==> config.mk <==
export PLATFORM = sky130hd
export DESIGN_NAME = iq_pair_sched
export DESIGN_NICKNAME = d
export VERILOG_FILES = /design/src/rtl/iq_sched_pkg.sv /design/src/rtl/iq_skew_monitor.sv /design/src/rtl/iq_pair_sched.sv
export SDC_FILE = /design/constraint.sdc
export NUM_CORES = 1
export LEC_CHECK = 0
export CORE_ASPECT_RATIO = 1.25
export CORE_UTILIZATION = 25
export DETAILED_ROUTE_END_ITERATION = 16
export GPL_TIMING_DRIVEN = 0
export PLACE_DENSITY_LB_ADDON = 0.1
export RECOVER_POWER = 50
export SETUP_SLACK_MARGIN = 0.3
export SYNTH_ARGS = -nofsm -noshare
export SYNTH_HDL_FRONTEND = slang
export SYNTH_SLANG_ARGS = --single-unit
export TNS_END_PERCENT = 20
==> constraint.sdc <==
create_clock -name clock -period 4.6 [get_ports clock]
set_input_delay 0.46 -clock clock [delete_from_list [all_inputs] [get_ports clock]]
set_output_delay 0.46 -clock clock [all_outputs]
set_load 0.005 [all_outputs]
==> src/rtl/iq_sched_pkg.sv <==
// Shared types and constants for the I/Q pairing scheduler.
package iq_sched_pkg;

  typedef enum logic [1:0] {
    IDLE  = 2'd0,
    RUN   = 2'd1,
    DRAIN = 2'd2
  } sched_state_e;

  localparam int COUNT_WIDTH        = 32;
  localparam int DEFAULT_SKEW_LIMIT = 16;

endpackage

==> src/rtl/iq_skew_monitor.sv <==
// Counts consecutive cycles where only one of the I/Q FIFOs holds data and
// raises a sticky error once the run length reaches SKEW_LIMIT.
module iq_skew_monitor
  import iq_sched_pkg::*;
#(
  parameter int SKEW_LIMIT = DEFAULT_SKEW_LIMIT
) (
  input  logic clock,
  input  logic reset,
  input  logic I_empty,
  input  logic Q_empty,
  output logic skew_err
);

  localparam int CW = $clog2(SKEW_LIMIT + 1);

  logic [CW-1:0] cnt_q, cnt_d;
  logic          err_q, err_d;
  logic          one_sided;

  assign one_sided = I_empty ^ Q_empty;

  // Counter saturates at SKEW_LIMIT so a long imbalance cannot wrap it.
  always_comb begin
    cnt_d = '0;
    err_d = err_q;
    if (one_sided) begin
      cnt_d = (int'(cnt_q) >= SKEW_LIMIT) ? cnt_q : cnt_q + 1'b1;
      if (int'(cnt_q) + 1 >= SKEW_LIMIT) begin
        err_d = 1'b1;
      end
    end
  end

  always_ff @(posedge clock or negedge reset) begin
    if (!reset) begin
      cnt_q <= '0;
      err_q <= 1'b0;
    end else begin
      cnt_q <= cnt_d;
      err_q <= err_d;
    end
  end

  assign skew_err = err_q;

endmodule

==> src/rtl/iq_pair_sched.sv <==
// Lockstep I/Q FIFO popper with keep-1-of-N decimation and a valid/ready output
// register. Skew monitor is built only when IQ_SCHED_SKEW_CHECK_EN is defined.
module iq_pair_sched
  import iq_sched_pkg::*;
#(
  parameter int DATA_WIDTH  = 32,
  parameter int DECIM_WIDTH = 8,
  parameter int SKEW_LIMIT  = DEFAULT_SKEW_LIMIT
) (
  input  logic                   clock,
  input  logic                   reset,
  input  logic                   enable,
  input  logic [DECIM_WIDTH-1:0] decim,
  input  logic                   I_empty,
  input  logic [DATA_WIDTH-1:0]  I_dout,
  output logic                   I_rd_en,
  input  logic                   Q_empty,
  input  logic [DATA_WIDTH-1:0]  Q_dout,
  output logic                   Q_rd_en,
  output logic                   out_valid,
  input  logic                   out_ready,
  output logic [DATA_WIDTH-1:0]  out_I,
  output logic [DATA_WIDTH-1:0]  out_Q,
  output logic [COUNT_WIDTH-1:0] out_count,
  output logic                   skew_err
);

  sched_state_e            state_q, state_d;
  logic [DECIM_WIDTH-1:0]  n_q, n_d;
  logic [DECIM_WIDTH-1:0]  phase_q, phase_d;
  logic                    valid_q, valid_d;
  logic [DATA_WIDTH-1:0]   i_q, i_d, q_q, q_d;
  logic [COUNT_WIDTH-1:0]  count_q, count_d;
  logic                    pop, keep, handoff;

  assign handoff = valid_q & out_ready;
  assign pop     = (state_q == RUN) & ~I_empty & ~Q_empty & (~valid_q | out_ready);
  assign keep    = pop & (phase_q == '0);

  always_comb begin
    state_d = state_q;
    n_d     = n_q;
    phase_d = phase_q;
    case (state_q)
      IDLE: begin
        if (enable) begin
          state_d = RUN;
          n_d     = (decim == '0) ? DECIM_WIDTH'(1) : decim;
          phase_d = '0;
        end
      end
      RUN:     if (!enable) state_d = DRAIN;
      DRAIN:   if (!valid_q) state_d = IDLE;
      default: state_d = IDLE;
    endcase
    // pop only occurs in RUN, so this never collides with the IDLE clear.
    if (pop) begin
      phase_d = (phase_q >= n_q - 1'b1) ? '0 : phase_q + 1'b1;
    end
  end

  always_comb begin
    valid_d = valid_q;
    i_d     = i_q;
    q_d     = q_q;
    if (keep) begin
      valid_d = 1'b1;
      i_d     = I_dout;
      q_d     = Q_dout;
    end else if (handoff) begin
      valid_d = 1'b0;
    end
    count_d = count_q + COUNT_WIDTH'(handoff);
  end

  always_ff @(posedge clock or negedge reset) begin
    if (!reset) begin
      state_q <= IDLE;
      n_q     <= DECIM_WIDTH'(1);
      phase_q <= '0;
      valid_q <= 1'b0;
      i_q     <= '0;
      q_q     <= '0;
      count_q <= '0;
    end else begin
      state_q <= state_d;
      n_q     <= n_d;
      phase_q <= phase_d;
      valid_q <= valid_d;
      i_q     <= i_d;
      q_q     <= q_d;
      count_q <= count_d;
    end
  end

  assign I_rd_en   = pop;
  assign Q_rd_en   = pop;
  assign out_valid = valid_q;
  assign out_I     = i_q;
  assign out_Q     = q_q;
  assign out_count = count_q;

`ifdef IQ_SCHED_SKEW_CHECK_EN
  iq_skew_monitor #(
    .SKEW_LIMIT(SKEW_LIMIT)
  ) u_skew_monitor (
    .clock   (clock),
    .reset   (reset),
    .I_empty (I_empty),
    .Q_empty (Q_empty),
    .skew_err(skew_err)
  );
`else
  logic unused_skew_limit;
  assign unused_skew_limit = (SKEW_LIMIT != 0);
  assign skew_err          = 1'b0;
`endif

endmodule
# == Word level (Yosys, flattened, before mapping) ==
# Index checks and enable logic that the tools add are counted.
# totals
regBits,115
in_bits,78
output_inout_bits,100
elab_cells,45
# classes
n_addsub,3
order_cmp,1
eq_ne,5
muxes,11
bitwise_logic,9
n_reduce_logical,9
# ops
cell,count
$mux 8,5
$add 32x1->32,1
$logic_not 8->1,2
$add 8x1->8 const B,1
$ge 8x8->1,1
$sub 8x1->8 const B,1
$mux 2,3
$ne 2x2->1 const B,3
$pmux 2 s3,1
$reduce_bool 2->1,3
$and 1x1->1,5
$reduce_and 2->1,2
$not 1->1,3
$reduce_and 3->1,1
$eq 2x1->1 const B,1
$eq 2x2->1 const B,1
$logic_not 2->1,1
$mux 1,2
$or 1x1->1,1

# == Longest topological paths before layout ==
# logic_depth
word_depth,6
depth_mapped,11
mapped_depth_nobuf,10

# == Worst setup path after synthesis ==
# No wires, ideal clock.
# synth_timing
path_type,register to register
start,register n_q[5]
end,register phase_q[5]
setup_ns,0.121
arrival_time_ns,2.372
required_time_ns,4.479
setup_slack_ns,2.107
stages_incl_launch_ff,10
n_path_buf,1
synth_period_minus_slack_ns,2.493
path_cell_list,dfrtp_1 nor4_1 nand2_1 xor2_1 ha_1 nand2_1 or4_1 clkbuf_1 a31o_2 a22o_1
# synth_between
elab_chain_cells,4
# synth_lines
item,line_no,rtl
"start, declared",iq_pair_sched.sv:29,"logic [DECIM_WIDTH-1:0] n_q, n_d;"
"start signal, assigned",iq_pair_sched.sv:87,n_q <= n_d;
$sub 8x1->8,iq_pair_sched.sv:58,phase_d = (phase_q >= n_q - 1'b1) ? '0 : phase_q + 1'b1;
$ge 8x8->1,iq_pair_sched.sv:58,
$mux 8,iq_pair_sched.sv:58,
$mux 8,iq_pair_sched.sv:57,if (pop) begin
"end signal, assigned",iq_pair_sched.sv:88,phase_q <= phase_d;
"end, declared",iq_pair_sched.sv:30,"logic [DECIM_WIDTH-1:0] phase_q, phase_d;"
# Every way passes these cells.
# A chain may end at the register's enable or synchronous reset.

==> flow_results.xml <==
<?xml version="1.0" encoding="UTF-8"?>
<metrics>
  <group name="power">
    <metric name="power.internal" unit="W">0.00278</metric>
    <metric name="max-vdd-ir-drop" unit="V">0.000231</metric>
    <metric name="power.share.switching" unit="%">25.3</metric>
    <metric name="p_total" unit="W">0.00372</metric>
    <metric name="switchingPower" unit="W">0.000943</metric>
    <metric name="power-per-cell-area" unit="nW/um2">482</metric>
    <metric name="power_frac_clock" unit="%">35.9</metric>
    <metric name="combinationalPowerShare" unit="%">25.6</metric>
    <metric name="power.sequential.fraction" unit="%">38.5</metric>
    <metric name="power.static_leakage" unit="nW">3.29</metric>
  </group>
  <group name="yosys">
    <metric name="syn_area" unit="um2">5010</metric>
    <metric name="synthesized_area_divided_by_synthesized_cell_count" unit="um2">13.1</metric>
    <metric name="synth-async-reset-ratio" unit="%">100</metric>
    <metric name="fraction_of_synthesized_cell_area_taken_by_the_top_area_cell_type" unit="%">57.0</metric>
    <metric name="synth_ff_type" unit="">dfrtp_1</metric>
    <metric name="ys_seq_area_share" unit="%">57.5</metric>
    <metric name="netlist.top_cell.by_area" unit="">dfrtp_1</metric>
    <metric name="yosys.cell_types.count" unit="">45</metric>
    <metric name="synthesis.instances" unit="">382</metric>
    <metric name="post_synth_main_area_contributors" unit="">dfrtp_1, mux2_2, xnor2_1</metric>
    <metric name="synth_nets" unit="">473</metric>
    <metric name="yosysWarnings" unit="">0</metric>
    <metric name="synth.ff_latch_count" unit="">115</metric>
    <metric name="post_synth_edffs" unit="">0</metric>
  </group>
  <group name="layout">
    <metric name="drive_gt1_share" unit="%">20.6</metric>
    <metric name="regArea" unit="um2">2880</metric>
    <metric name="layout.cells.most_common" unit="">clkdlybuf4s50_1</metric>
    <metric name="fin_nets" unit="">670</metric>
    <metric name="fillcell_total" unit="">1925</metric>
    <metric name="layout-area-overhead-vs-synth" unit="%">54.3</metric>
    <metric name="finish.instance_area" unit="um2">7720</metric>
    <metric name="multi_input_comb_area" unit="um2">2000</metric>
    <metric name="mostFrequentLayoutCells" unit="">clkdlybuf4s50_1, dfrtp_1, mux2_2</metric>
  </group>
  <group name="placed_design">
    <metric name="postPlaceCellArea" unit="um2">7130</metric>
    <metric name="portBuffers" unit="">176</metric>
    <metric name="detailed_place_hpwl" unit="mm">9.53</metric>
    <metric name="routability_cong" unit="">0.732</metric>
  </group>
  <group name="setup_path">
    <metric name="cp_slowest_cell" unit="">clkbuf_1</metric>
    <metric name="worstSetupStartpoint" unit="">reset</metric>
    <metric name="worst_setup_path_end_kind" unit="">asynchronous set/reset pin</metric>
    <metric name="worst_path_largest_cell_delay" unit="ns">1.97</metric>
    <metric name="r2r-start" unit="">n_q[4]</metric>
    <metric name="buffers_plus_inverters_on_the_worst_setup_path" unit="">2</metric>
    <metric name="worst_path_dominant_cell_family" unit="">buffers and inverters</metric>
    <metric name="critical_path.max_fanout" unit="">48</metric>
    <metric name="critical_path_arrival" unit="ns">3.00</metric>
    <metric name="worst_setup_path_start_kind" unit="">primary input</metric>
    <metric name="crit_chain" unit="">dlygate4sd3_1 &gt; clkbuf_1</metric>
    <metric name="critical_path_required" unit="ns">4.50</metric>
    <metric name="path_class" unit="">in2async</metric>
  </group>
  <group name="global_routing">
    <metric name="global_route.overflow_total" unit="">0</metric>
    <metric name="vias_in_the_first_global_route" unit="">3856</metric>
    <metric name="grt_pass1_wl" unit="mm">20.7</metric>
    <metric name="antenna_found_initial" unit="">1</metric>
    <metric name="grt_max_degree" unit="">69</metric>
    <metric name="grt_util_all_layers" unit="%">13.3</metric>
  </group>
  <group name="drt">
    <metric name="viasPerCell" unit="">4.29</metric>
    <metric name="wl_per_cell" unit="um">15.1</metric>
    <metric name="ant_nets" unit="">0</metric>
    <metric name="drc_errors" unit="">0</metric>
    <metric name="route.vias.total" unit="">3677</metric>
    <metric name="wl_final" unit="mm">13.0</metric>
    <metric name="drt-initial-drc-count" unit="">120</metric>
    <metric name="drt-pass1-iter-count" unit="">4</metric>
  </group>
  <group name="status">
    <metric name="violations" unit="">max-capacitance violations, max-slew violations</metric>
    <metric name="result_of_the_run" unit="">finished, violations left</metric>
  </group>
  <group name="clocking">
    <metric name="number_of_clock_sinks" unit="">115</metric>
    <metric name="cts-buffers-inserted" unit="">17</metric>
    <metric name="root_buffer" unit="">clkbuf_16</metric>
    <metric name="htree_levels" unit="">4</metric>
    <metric name="cts_repair_resize_count" unit="">0</metric>
    <metric name="clock_latency_on_the_worst_skew_pair" unit="ns">0.41</metric>
    <metric name="tritoncts" unit="">done</metric>
    <metric name="worst_setup_hold_path_clk_slew" unit="ns">0.05</metric>
    <metric name="clock_tree.buffer_depth" unit="">2</metric>
  </group>
  <group name="floorplan">
    <metric name="top_level_ports" unit="">178</metric>
    <metric name="die_area" unit="um2">20600</metric>
    <metric name="die-height" unit="um">160</metric>
    <metric name="initial_util" unit="%">25.6</metric>
    <metric name="rows" unit="">57</metric>
    <metric name="floorplan.core_area" unit="um2">19500</metric>
    <metric name="die_width" unit="um">129</metric>
  </group>
  <group name="flow_run">
    <metric name="drv.max_cap_violation_count" unit="">1</metric>
  </group>
  <group name="sta">
    <metric name="worstMarginPinSlew" unit="ns">2.81</metric>
    <metric name="final.min_clock_period" unit="ns">3.10</metric>
    <metric name="timing.final.max_slew_violations" unit="">48</metric>
    <metric name="worst_setup_skew_after_layout" unit="ns">0.00875</metric>
    <metric name="rsz_0062_raised_after_global_routing" unit="">no</metric>
    <metric name="timing.max_slew.rel_slack" unit="%">-87.1</metric>
    <metric name="period_share" unit="%">67.3</metric>
    <metric name="clock.fmax" unit="GHz">0.323</metric>
    <metric name="finalSetupViolCount" unit="">0</metric>
    <metric name="final_hold_fails" unit="">0</metric>
  </group>
  <group name="hold_path">
    <metric name="hold_start" unit="">out_count[31]</metric>
    <metric name="hold_path_class" unit="">reg2reg</metric>
  </group>
</metrics>
==> path summary, 6_finish.rpt <==
path / endpoint / slack [ns] / depth (start not counted)
max in group clock: phase_q[5] / 1.85 / 9
hold reg to reg: out_count[31] / 0.48 / 1
hold / removal: out_count[31] / 0.48 / 1
setup reg to reg: phase_q[5] / 1.85 / 9
min in group asynchronous: out_Q[3] / 1.48 / 2
setup / recovery: out_count[3] / 1.50 / 2
==> what timing repair did <==
item | in CTS | in global routing
hold endpoints to repair | 6 | 0
buffers inserted | 0 | 0
setup endpoints to repair | 0 | 0
hold buffers | 1 | 0
==> power groups by stage <==
stage | sequential (W) | combinational [W] | clock (W)
after detailed placement | 0.00145 | 0.00103 | 0
after global routing | 0.00147 | 0.00104 | 0.00143
after CTS | 0.00144 | 0.00104 | 0.00138
after floorplan | 0.00146 | 0.000311 | 0
after global placement | 0.00144 | 0.00103 | 0
final | 0.00143 | 0.000954 | 0.00134
==> synth_stat cells (3+ instances only) <==
cell,count
nor3_1,8
nor4_1,3
and3_1,5
nor2_1,11
nor2_2,3
nand3_1,17
buf_6,5
xor2_1,15
mux2_2,70
nand2b_1,3
ha_1,13
xnor2_1,21
clkbuf_1,4
nand4_1,8
dfrtp_1,114
nor2b_1,3
inv_1,8
o21a_1,3
o21ai_0,6
nand2_1,26
and2_1,5
==> cells by family after synthesis <==
logic type | Yosys count | share of synthesized area (%)
other | 1 | 0.0749
flip-flops | 115 | 57.5
adder cells (fa/ha/maj) | 13 | 3.25
AO/OA/AOI/OAI | 20 | 2.77
AND/OR/NAND/NOR | 106 | 11.8
multiplexers | 70 | 15.7
XOR/XNOR | 36 | 6.30
buffers and inverters | 21 | 2.50
==> per-stage QoR <==
step           std cells  setup slack [ns]  TNS (ns)  hold WS, ns  utilization, %
3_5_place_dp         824              1.62         0        0.436            36.5
4_1_cts              857              1.82         0        0.486            39.6
5_1_grt              858             0.891         0        0.515            39.5
2_1_floorplan        382              2.11         0        0.164               -
3_3_place_gp         823             -1.74   -197.88        0.475            36.3
6_report             858              1.50         0        0.476            39.5
==> layout make-up <==
type / count / share of cell area (%)
Sequential cell: 115 / 37.3
Multi-Input combinational cell: 246 / 25.9
Timing Repair Buffer: 178 / 23.2
Clock buffer: 18 / 5.56
Tap cell: 265 / 4.29
Clock inverter: 14 / 2.11
Buffer: 13 / 1.23
Inverter: 8 / 0.389
Antenna cell: 1 / 0.0324
==> flip-flops by register name, summed over array words and instances, names as in the netlist <==
| signal | count |
|---|---|
| n_q | 8 |
| out_I | 32 |
| out_Q | 32 |
| out_count | 32 |
| out_valid | 1 |
| phase_q | 8 |
| state_q | 2 |
==> per-layer routing <==
| metal | vias up | global-route usage (%) | part of all wire (%) |
|---|---|---|---|
| met2 | 97 | 23.8 | 54 |
| met5 | - | 0 | 0 |
| met1 | 1823 | 14.2 | 39 |
| met3 | 16 | 4.56 | 5.4 |
| met4 | 0 | 5.19 | 1.8 |
| li1 | 1741 | - | - |
Power figures use the tool's default switching activity.
